## src/rtl/alu_operand_loader.sv

```systemverilog
// alu_operand_loader: assembles operand A, operand B and a 4-bit opcode from a
// serial MSB-first nibble stream, then presents one ALU command via valid/ready.
// Optional issue timeout with sticky err: define ALU_LOADER_TIMEOUT_EN.
module alu_operand_loader #(
  parameter int unsigned WIDTH   = 8,
  parameter int unsigned TIMEOUT = 16
) (
  input  logic             clk,
  input  logic             reset,
  input  logic             ena,
  input  logic [3:0]       in_data,
  input  logic             in_valid,
  output logic             in_ready,
  output logic [WIDTH-1:0] op_a,
  output logic [WIDTH-1:0] op_b,
  output logic [3:0]       opcode,
  output logic             alu_valid,
  input  logic             alu_ready,
  output logic             busy,
  output logic             err
);

  localparam int unsigned NIB = WIDTH / 4;
  localparam int unsigned CW  = (NIB > 1) ? $clog2(NIB) : 1;

  localparam logic [1:0] StLoadA  = 2'd0;
  localparam logic [1:0] StLoadB  = 2'd1;
  localparam logic [1:0] StLoadOp = 2'd2;
  localparam logic [1:0] StIssue  = 2'd3;

  if (WIDTH < 4 || (WIDTH % 4) != 0) begin : g_bad_width
    $error("WIDTH must be a multiple of 4 and >= 4");
  end
  if (TIMEOUT < 2) begin : g_bad_timeout
    $error("TIMEOUT must be >= 2");
  end

  logic [1:0]       state_q, state_d;
  logic [CW-1:0]    cnt_q, cnt_d;
  logic [WIDTH-1:0] op_a_q, op_a_d;
  logic [WIDTH-1:0] op_b_q, op_b_d;
  logic [3:0]       opcode_q, opcode_d;
  logic             alu_valid_q, alu_valid_d;

  logic accept;
  logic hs;
  logic cnt_last;
  logic tmo_fire;

  assign in_ready = ena & ~reset & (state_q != StIssue);
  assign accept   = in_valid & in_ready;
  // A handshake only counts while the block is enabled.
  assign hs       = ena & alu_valid_q & alu_ready;
  assign cnt_last = (cnt_q == CW'(NIB - 1));

`ifdef ALU_LOADER_TIMEOUT_EN
  localparam int unsigned TW = $clog2(TIMEOUT);

  logic [TW-1:0] tmo_q, tmo_d;
  logic          err_q, err_d;

  // Handshake on the same edge wins over the timeout.
  assign tmo_fire = ena & (state_q == StIssue) & ~hs & (tmo_q == TW'(TIMEOUT - 1));

  // Issue wait counter and sticky error next-state.
  always_comb begin
    tmo_d = tmo_q;
    err_d = err_q;
    if (hs || tmo_fire) begin
      tmo_d = '0;
    end else if (ena && state_q == StIssue) begin
      tmo_d = tmo_q + 1'b1;
    end
    if (tmo_fire) begin
      err_d = 1'b1;
    end
  end

  // Timeout state registers.
  always_ff @(posedge clk) begin
    if (reset) begin
      tmo_q <= '0;
      err_q <= 1'b0;
    end else begin
      tmo_q <= tmo_d;
      err_q <= err_d;
    end
  end

  assign err = err_q;
`else
  assign tmo_fire = 1'b0;
  assign err      = 1'b0;
`endif

  // Load FSM: shift nibbles into operands, capture opcode, then issue.
  always_comb begin
    state_d     = state_q;
    cnt_d       = cnt_q;
    op_a_d      = op_a_q;
    op_b_d      = op_b_q;
    opcode_d    = opcode_q;
    alu_valid_d = alu_valid_q;
    case (state_q)
      StLoadA: begin
        if (accept) begin
          // First nibble of a command clears any stale high bits.
          op_a_d = (cnt_q == '0) ? WIDTH'(in_data) : ((op_a_q << 4) | WIDTH'(in_data));
          if (cnt_last) begin
            cnt_d   = '0;
            state_d = StLoadB;
          end else begin
            cnt_d = cnt_q + 1'b1;
          end
        end
      end
      StLoadB: begin
        if (accept) begin
          op_b_d = (cnt_q == '0) ? WIDTH'(in_data) : ((op_b_q << 4) | WIDTH'(in_data));
          if (cnt_last) begin
            cnt_d   = '0;
            state_d = StLoadOp;
          end else begin
            cnt_d = cnt_q + 1'b1;
          end
        end
      end
      StLoadOp: begin
        if (accept) begin
          opcode_d    = in_data;
          alu_valid_d = 1'b1;
          state_d     = StIssue;
        end
      end
      StIssue: begin
        if (hs || tmo_fire) begin
          alu_valid_d = 1'b0;
          state_d     = StLoadA;
        end
      end
      default: begin
        state_d = StLoadA;
        cnt_d   = '0;
      end
    endcase
  end

  // Datapath and FSM registers; reset overrides ena.
  always_ff @(posedge clk) begin
    if (reset) begin
      state_q     <= StLoadA;
      cnt_q       <= '0;
      op_a_q      <= '0;
      op_b_q      <= '0;
      opcode_q    <= '0;
      alu_valid_q <= 1'b0;
    end else begin
      state_q     <= state_d;
      cnt_q       <= cnt_d;
      op_a_q      <= op_a_d;
      op_b_q      <= op_b_d;
      opcode_q    <= opcode_d;
      alu_valid_q <= alu_valid_d;
    end
  end

  assign op_a      = op_a_q;
  assign op_b      = op_b_q;
  assign opcode    = opcode_q;
  assign alu_valid = alu_valid_q;
  assign busy      = (state_q != StLoadA) | (cnt_q != '0);

endmodule

```

## config.mk

```make
export PLATFORM = sky130hd
export DESIGN_NAME = alu_operand_loader
export DESIGN_NICKNAME = d
export VERILOG_FILES = /design/src/rtl/alu_operand_loader.sv
export SDC_FILE = /design/constraint.sdc
export NUM_CORES = 1
export LEC_CHECK = 0
export BUFFER_PORTS_ARGS = -buffer_cell sky130_fd_sc_hd__buf_2
export CAP_MARGIN = 0
export CORE_ASPECT_RATIO = 1.5
export CORE_MARGIN = 4
export CORE_UTILIZATION = 53
export DETAILED_ROUTE_END_ITERATION = 10
export GPL_TIMING_DRIVEN = 0
export PLACE_DENSITY = 0.82
export SYNTH_ARGS = -nofsm -noshare
export SYNTH_HDL_FRONTEND = slang
export SYNTH_SLANG_ARGS = --single-unit
export TNS_END_PERCENT = 100
```

## constraint.sdc

```tcl
create_clock -name clk -period 2.9 [get_ports clk]
set_clock_uncertainty 0.05 [all_clocks]
set_input_delay 0.29 -clock clk [delete_from_list [all_inputs] [get_ports clk]]
set_output_delay 0.29 -clock clk [all_outputs]
set_load 0.01 [all_outputs]
```

==> run_results.csv, run 1 <==
group,metric,value,unit
synth,ys_warn_count,0,
synth,avgSynthCellArea,8.81,µm²
detailed_routing,vias,1079,
finish,area_delta_synth_final,19.6,%
synth,synth_top_area_cell,"dfxtp_1",
global_routing,grtUsageTotal,21.1,%
placed_design,dp_hpwl,2040,µm
setup_path,path_class,"reg -> reg",
synth,synth-seq-cells,24,
global_routing,grt_pass1_vias,1026,
clock_tree,htree_levels,1,
setup_path,crit_fanout,9,
global_routing,gr-total-overflow,0,
synth,synth_top_cells_by_area,"dfxtp_1 (43%), a21oi_1 (9.4%), o21ai_0 (7.2%)",
setup_path,crit_slowest_cell,"dfxtp_1",
sta,finalCritPeriodShare,64.6,%
placed_design,finalWeightedCongestion,0.800,
finish,num-nets-final,176,
sta,setup_viol,0,
global_routing,grt_max_degree,14,
clock_tree,post-cts-setup-buffer-count,0,
global_routing,antenna_found_initial,0,
min_path,hp-class,"in -> reg",
global_routing,grt_pass1_wl,4560,µm
floorplan,die_h,64.3,µm
setup_path,required,3.12,ns
setup_path,max_stage_delay,0.40,ns
detailed_routing,antenna_left,0,
floorplan,dieArea,2920,µm²
clock_tree,cts_resized,0,
placed_design,dp_slack,1.06,ns
sta,fin_setup_tns,0,ns
setup_path,startpoint_type,"flip-flop",
clock_tree,cts_hold_buf,0,
sta,layout_setup_ws,1.03,ns
finish,layout.cells.non_filler,184,
detailed_routing,drt_wl_total,2780,µm
run,maxCapViolCount,0,
status,status,"completed",
floorplan,core,2030,µm²
sta,rsz0062_at_grt,"false",
setup_path,worstPathArrival,2.09,ns
synth,synth_cell_type_count,28,
synth,synth_fp_nets,140,
detailed_routing,drc_errors,0,
synth,synth_top_area_share,43.0,%
placed_design,place.port_buffers,31,
setup_path,crit_path_end_kind,"flip-flop",
sta,min_period,1.87,ns
setup_path,crit_family,"flip-flops",
finish,drive_above_1_share,30.2,%
finish,diodes,0,
placed_design,dpl_cell_area,1300,µm²
clock_tree,cts_tree,"done",
clock_tree,clock_latency,0.32,ns
floorplan,row_count,20,
clock_tree,clock-sinks,24,
synth,syn_area,1120,µm²
sta,fmax,534,MHz
pwr,powerDensity,422,nW/µm²
synth,ys_seq_area_share,43.0,%
floorplan,start_util,55.2,%
setup_path,crit_buf_inv,2,
detailed_routing,wire_per_inst,15.1,µm
clock_tree,cts_buffers,3,
floorplan,die_w,45.5,µm
clock_tree,cts_root_buffer,"clkbuf_4",
sta,final_max_slew_viol_count,0,
pwr,power_leakage,0.553,nW
finish,fin_area,1340,µm²
clock_tree,clockBufferDepth,2,
setup_path,path_cells,"inv_1, ha_1, buf_6, or3_4, a221oi_2, mux2i_1",
clock_tree,cts.clk_slew.worst_paths,0.14,ns
detailed_routing,post_drt_via_cell_ratio,5.86,
floorplan,pin_count,33,
pwr,peakVddDrop,0.302,mV
detailed_routing,first_iter_violations,40,
placed_design,placed_cells,180,
synth,postSynthCellCount,127,
pwr,finalPower,0.000565,W
sta,timing.final.hold_violations,0,
detailed_routing,dr.pass1.iters,4,
==> report_power, final <==
| part | leakage [nW] | internal, W | total (W) | switching, W |
|---|---|---|---|---|
| Combinational | 0.339 | 0.0000182 | 0.0000489 | 0.0000307 |
| Sequential | 0.194 | 0.000333 | 0.000335 | 0.00000207 |
| Clock | 0.0210 | 0.0000769 | 0.000181 | 0.000104 |
| Total | 0.553 | 0.000428 | 0.000565 | 0.000137 |
==> per-stage QoR <==
step	hold WS (ns)	util, %
finish	0.185	66.0
global route	0.178	66.0
CTS	0.186	66.0
detailed placement	0.416	64.2
global placement	0.404	64.2
floorplan	0.384	-
==> worst register-to-register path, delay by kind of cell, from the launching register on <==
| kind | cells | cell delay [ns] |
|---|---|---|
| AND/OR/NAND/NOR | 1 | 0.38 |
| adder cells (fa/ha/maj) | 1 | 0.21 |
| multiplexers | 1 | 0.22 |
| AO/OA/AOI/OAI | 1 | 0.35 |
| buffers and inverters | 2 | 0.22 |
| flip-flops | 1 | 0.40 |
==> worst paths after layout <==
kind | cells past startpoint | slack (ns) | to | start
setup / recovery | 6 | 1.03 | state_q[0] | state_q[0]
hold / removal | 3 | 0.19 | op_a[3] | in_data[3]
setup reg to reg | 6 | 1.03 | state_q[0] | state_q[0]
hold reg to reg | 2 | 0.43 | op_b[4] | op_b[4]
==> cell usage after synthesis <==
cell type	instances
a21oi_1	21
a221oi_2	1
a22oi_1	1
and4bb_1	1
buf_2	3
buf_4	1
buf_6	2
clkbuf_1	5
clkbuf_8	1
conb_1	1
dfxtp_1	24
ha_1	4
inv_1	5
mux2i_1	2
nand2b_1	1
nand3_1	13
nand4_1	8
nand4b_1	1
nand4bb_2	1
nor2_1	2
nor3b_1	1
o21ai_0	16
o21ai_1	5
o21ba_2	1
o21bai_1	1
or2b_2	3
or3_1	1
or3_4	1
==> cell type report <==
cell class	count	area, µm²
inverter	5	18.8
sequential	24	480
tap	22	27.5
fill	174	689
timing repair buffer	31	155
clock buffer	4	36.3
multi-input combinational	86	542
buffer	12	77.6
==> cells in the final DEF, fill, tap and decap left out, types with 2 or more instances in the layout <==
cell type	Yosys	layout
a21oi_1	21	21
buf_2	3	34
buf_6	2	2
clkbuf_1	5	5
clkbuf_4	0	3
clkbuf_8	1	2
dfxtp_1	24	24
ha_1	4	4
inv_1	5	5
mux2i_1	2	2
nand3_1	13	13
nand4_1	8	8
nor2_1	2	2
o21ai_0	16	16
o21ai_1	5	5
or2b_2	3	3
==> state kept, by name, indices dropped and copies added, names as in the netlist <==
signal and count:
op_b 8, state_q 2, opcode 4, alu_valid 1, op_a 8, cnt_last 1
==> metal layers <==
metal | GRT usage [%] | up-vias | wire length [µm]
met4 | 12.5 | 0 | 74
met3 | 3.94 | 7 | 233
met1 | 23.5 | 497 | 1050
met5 | 0 | - | 0
li1 | - | 526 | -
met2 | 35.1 | 49 | 1420
==> logic make-up after synthesis <==
| kind of cell | after synthesis | share of synthesized area (%) |
|---|---|---|
| compound gates | 46 | 22.4 |
| simple gates | 33 | 19.5 |
| flops | 24 | 43.0 |
| buf+inv | 17 | 8.61 |
| fa+ha+maj | 4 | 4.47 |
| mux | 2 | 1.79 |
| other cells | 1 | 0.335 |
Power figures use the tool's default switching activity.
==> inputs of run 2 (changes only) <==
--- a/config.mk
+++ b/config.mk
@@ -9,10 +9,10 @@
 export CAP_MARGIN = 0
 export CORE_ASPECT_RATIO = 1.5
 export CORE_MARGIN = 4
-export CORE_UTILIZATION = 53
+export CORE_UTILIZATION = 50
 export DETAILED_ROUTE_END_ITERATION = 10
 export GPL_TIMING_DRIVEN = 0
-export PLACE_DENSITY = 0.82
+export PLACE_DENSITY = 0.78
 export SYNTH_ARGS = -nofsm -noshare
 export SYNTH_HDL_FRONTEND = slang
 export SYNTH_SLANG_ARGS = --single-unit
==> constraint.sdc (replaced) <==
create_clock -name clk -period 1.73 [get_ports clk]
set_clock_uncertainty 0.05 [all_clocks]
set_input_delay 0.173 -clock clk [delete_from_list [all_inputs] [get_ports clk]]
set_output_delay 0.173 -clock clk [all_outputs]
set_load 0.01 [all_outputs]
==> run_results.csv, run 2 (synthesis results as in run 1) <==
group,metric,value,unit
finish,num-nets-final,176,
global_routing,antenna_found_initial,0,
clock_tree,cts.clk_slew.worst_paths,0.13,ns
sta,final_max_slew_viol_count,0,
setup_path,r2r_slack,0.08,ns
sta,layout_setup_ws,0.0837,ns
detailed_routing,post_drt_via_cell_ratio,5.77,
setup_path,rr_startpoint,"state_q[0]",
finish,final_common_cell,"buf_2",
setup_path,path_class,"reg -> reg",
detailed_routing,antenna_left,0,
clock_tree,cts_root_buffer,"clkbuf_4",
pwr,powerDensity,637,nW/µm²
global_routing,grtUsageTotal,18.9,%
global_routing,gr-total-overflow,0,
floorplan,dieArea,3070,µm²
pwr,peakVddDrop,0.427,mV
setup_path,crit_path_end_kind,"flip-flop",
placed_design,dp_hpwl,1990,µm
placed_design,place.port_buffers,31,
setup_path,r2r_end,"state_q[0]",
finish,area_delta_synth_final,24.5,%
min_path,hold_start,"in_data[0]",
setup_path,required,1.93,ns
clock_tree,htree_levels,1,
global_routing,grt_pass1_wl,4380,µm
floorplan,row_count,20,
sta,setup_viol,0,
placed_design,dp_slack,-0.104,ns
finish,drive_above_1_share,35.4,%
detailed_routing,drc_errors,0,
sta,finalCritPeriodShare,95.2,%
floorplan,die_h,65.9,µm
status,status,"completed",
min_path,min_path_cells,3,
sta,fmax,607,MHz
placed_design,finalWeightedCongestion,0.788,
clock_tree,clock_latency,0.31,ns
floorplan,pin_count,33,
setup_path,worstPathArrival,1.85,ns
floorplan,die_w,46.6,µm
sta,min_period,1.65,ns
finish,layout.cells.non_filler,183,
finish,final_cell_mix,"buf_2 (34), dfxtp_1 (22), a21oi_1 (21)",
setup_path,crit_fanout,4,
detailed_routing,wire_per_inst,14.5,µm
sta,fin_setup_tns,0,ns
detailed_routing,dr.pass1.iters,4,
sta,timing.final.hold_violations,0,
clock_tree,cts_buffers,3,
global_routing,grt_max_degree,13,
floorplan,core,2080,µm²
clock_tree,cts_tree,"done",
placed_design,placed_cells,180,
floorplan,start_util,53.9,%
detailed_routing,first_iter_violations,35,
finish,diodes,0,
run,maxCapViolCount,0,
min_path,min_to,"op_b[0]",
setup_path,reg2reg_depth,5,
clock_tree,clockBufferDepth,2,
setup_path,startpoint_type,"flip-flop",
global_routing,grt_pass1_vias,991,
min_path,hp-class,"in -> reg",
detailed_routing,drt_wl_total,2650,µm
detailed_routing,vias,1055,
pwr,power_leakage,0.556,nW
clock_tree,clock-sinks,24,
run 2: per-layer routing:
| metal | vias to the layer above | global-route usage (%) | wire (µm) |
|---|---|---|---|
| li1 | 528 | - | - |
| met1 | 481 | 22.4 | 1010 |
| met2 | 39 | 33.4 | 1460 |
| met3 | 7 | 2.72 | 141 |
| met4 | 0 | 6.23 | 40 |
| met5 | - | 0 | 0 |
run 2: stage by stage:
step	hold WS, ns	cell area, µm²	total power, W	utilization, %
floorplan	0.267	1120	0.000620	-
global placement	0.406	1300	0.000651	62.7
detailed placement	0.414	1300	0.000653	62.7
CTS	0.0809	1350	0.000884	64.8
global route	0.0751	1390	0.000918	67.0
finish	0.0778	1390	0.000887	67.0
run 2: worst max path at each step:
stage	from	to	slack (ns)
after CTS	state_q[0]	cnt_last	0.001
after global routing	state_q[1]	state_q[1]	-0.002
after detailed placement	state_q[0]	state_q[0]	-0.10
after global placement	state_q[0]	state_q[1]	-0.08
final	state_q[0]	state_q[0]	0.08
after floorplan	state_q[0]	state_q[0]	0.008
run 2: area by class of cell:
cell class,count,area (µm²)
Buffer,11,71.3
Clock buffer,3,22.5
Fill cell,178,684
Multi-Input combinational cell,86,602
Sequential cell,24,485
Inverter,5,21.3
Tap cell,22,27.5
Timing Repair Buffer,32,163
run 2: timing repair:
item,4_1_cts,5_1_grt
endpoints found under the setup margin,2,18
setup buffers,1,0
pin swaps,1,3
resized for setup,4,15
hold buffers,0,0
run 2: critical path, cell delays in order, from the launching register on:
cell and delay (ns):
dfxtp_2 0.40, inv_2 0.08, ha_4 0.16, or3_4 0.38, a221oi_4 0.30, mux2i_1 0.21
run 2: power by group:
part           switching (W)  total (W)  internal (W)
combinational      0.0000527  0.0000866     0.0000338
sequential        0.00000348   0.000559      0.000556
clock               0.000160   0.000241     0.0000815
total               0.000216   0.000887      0.000671
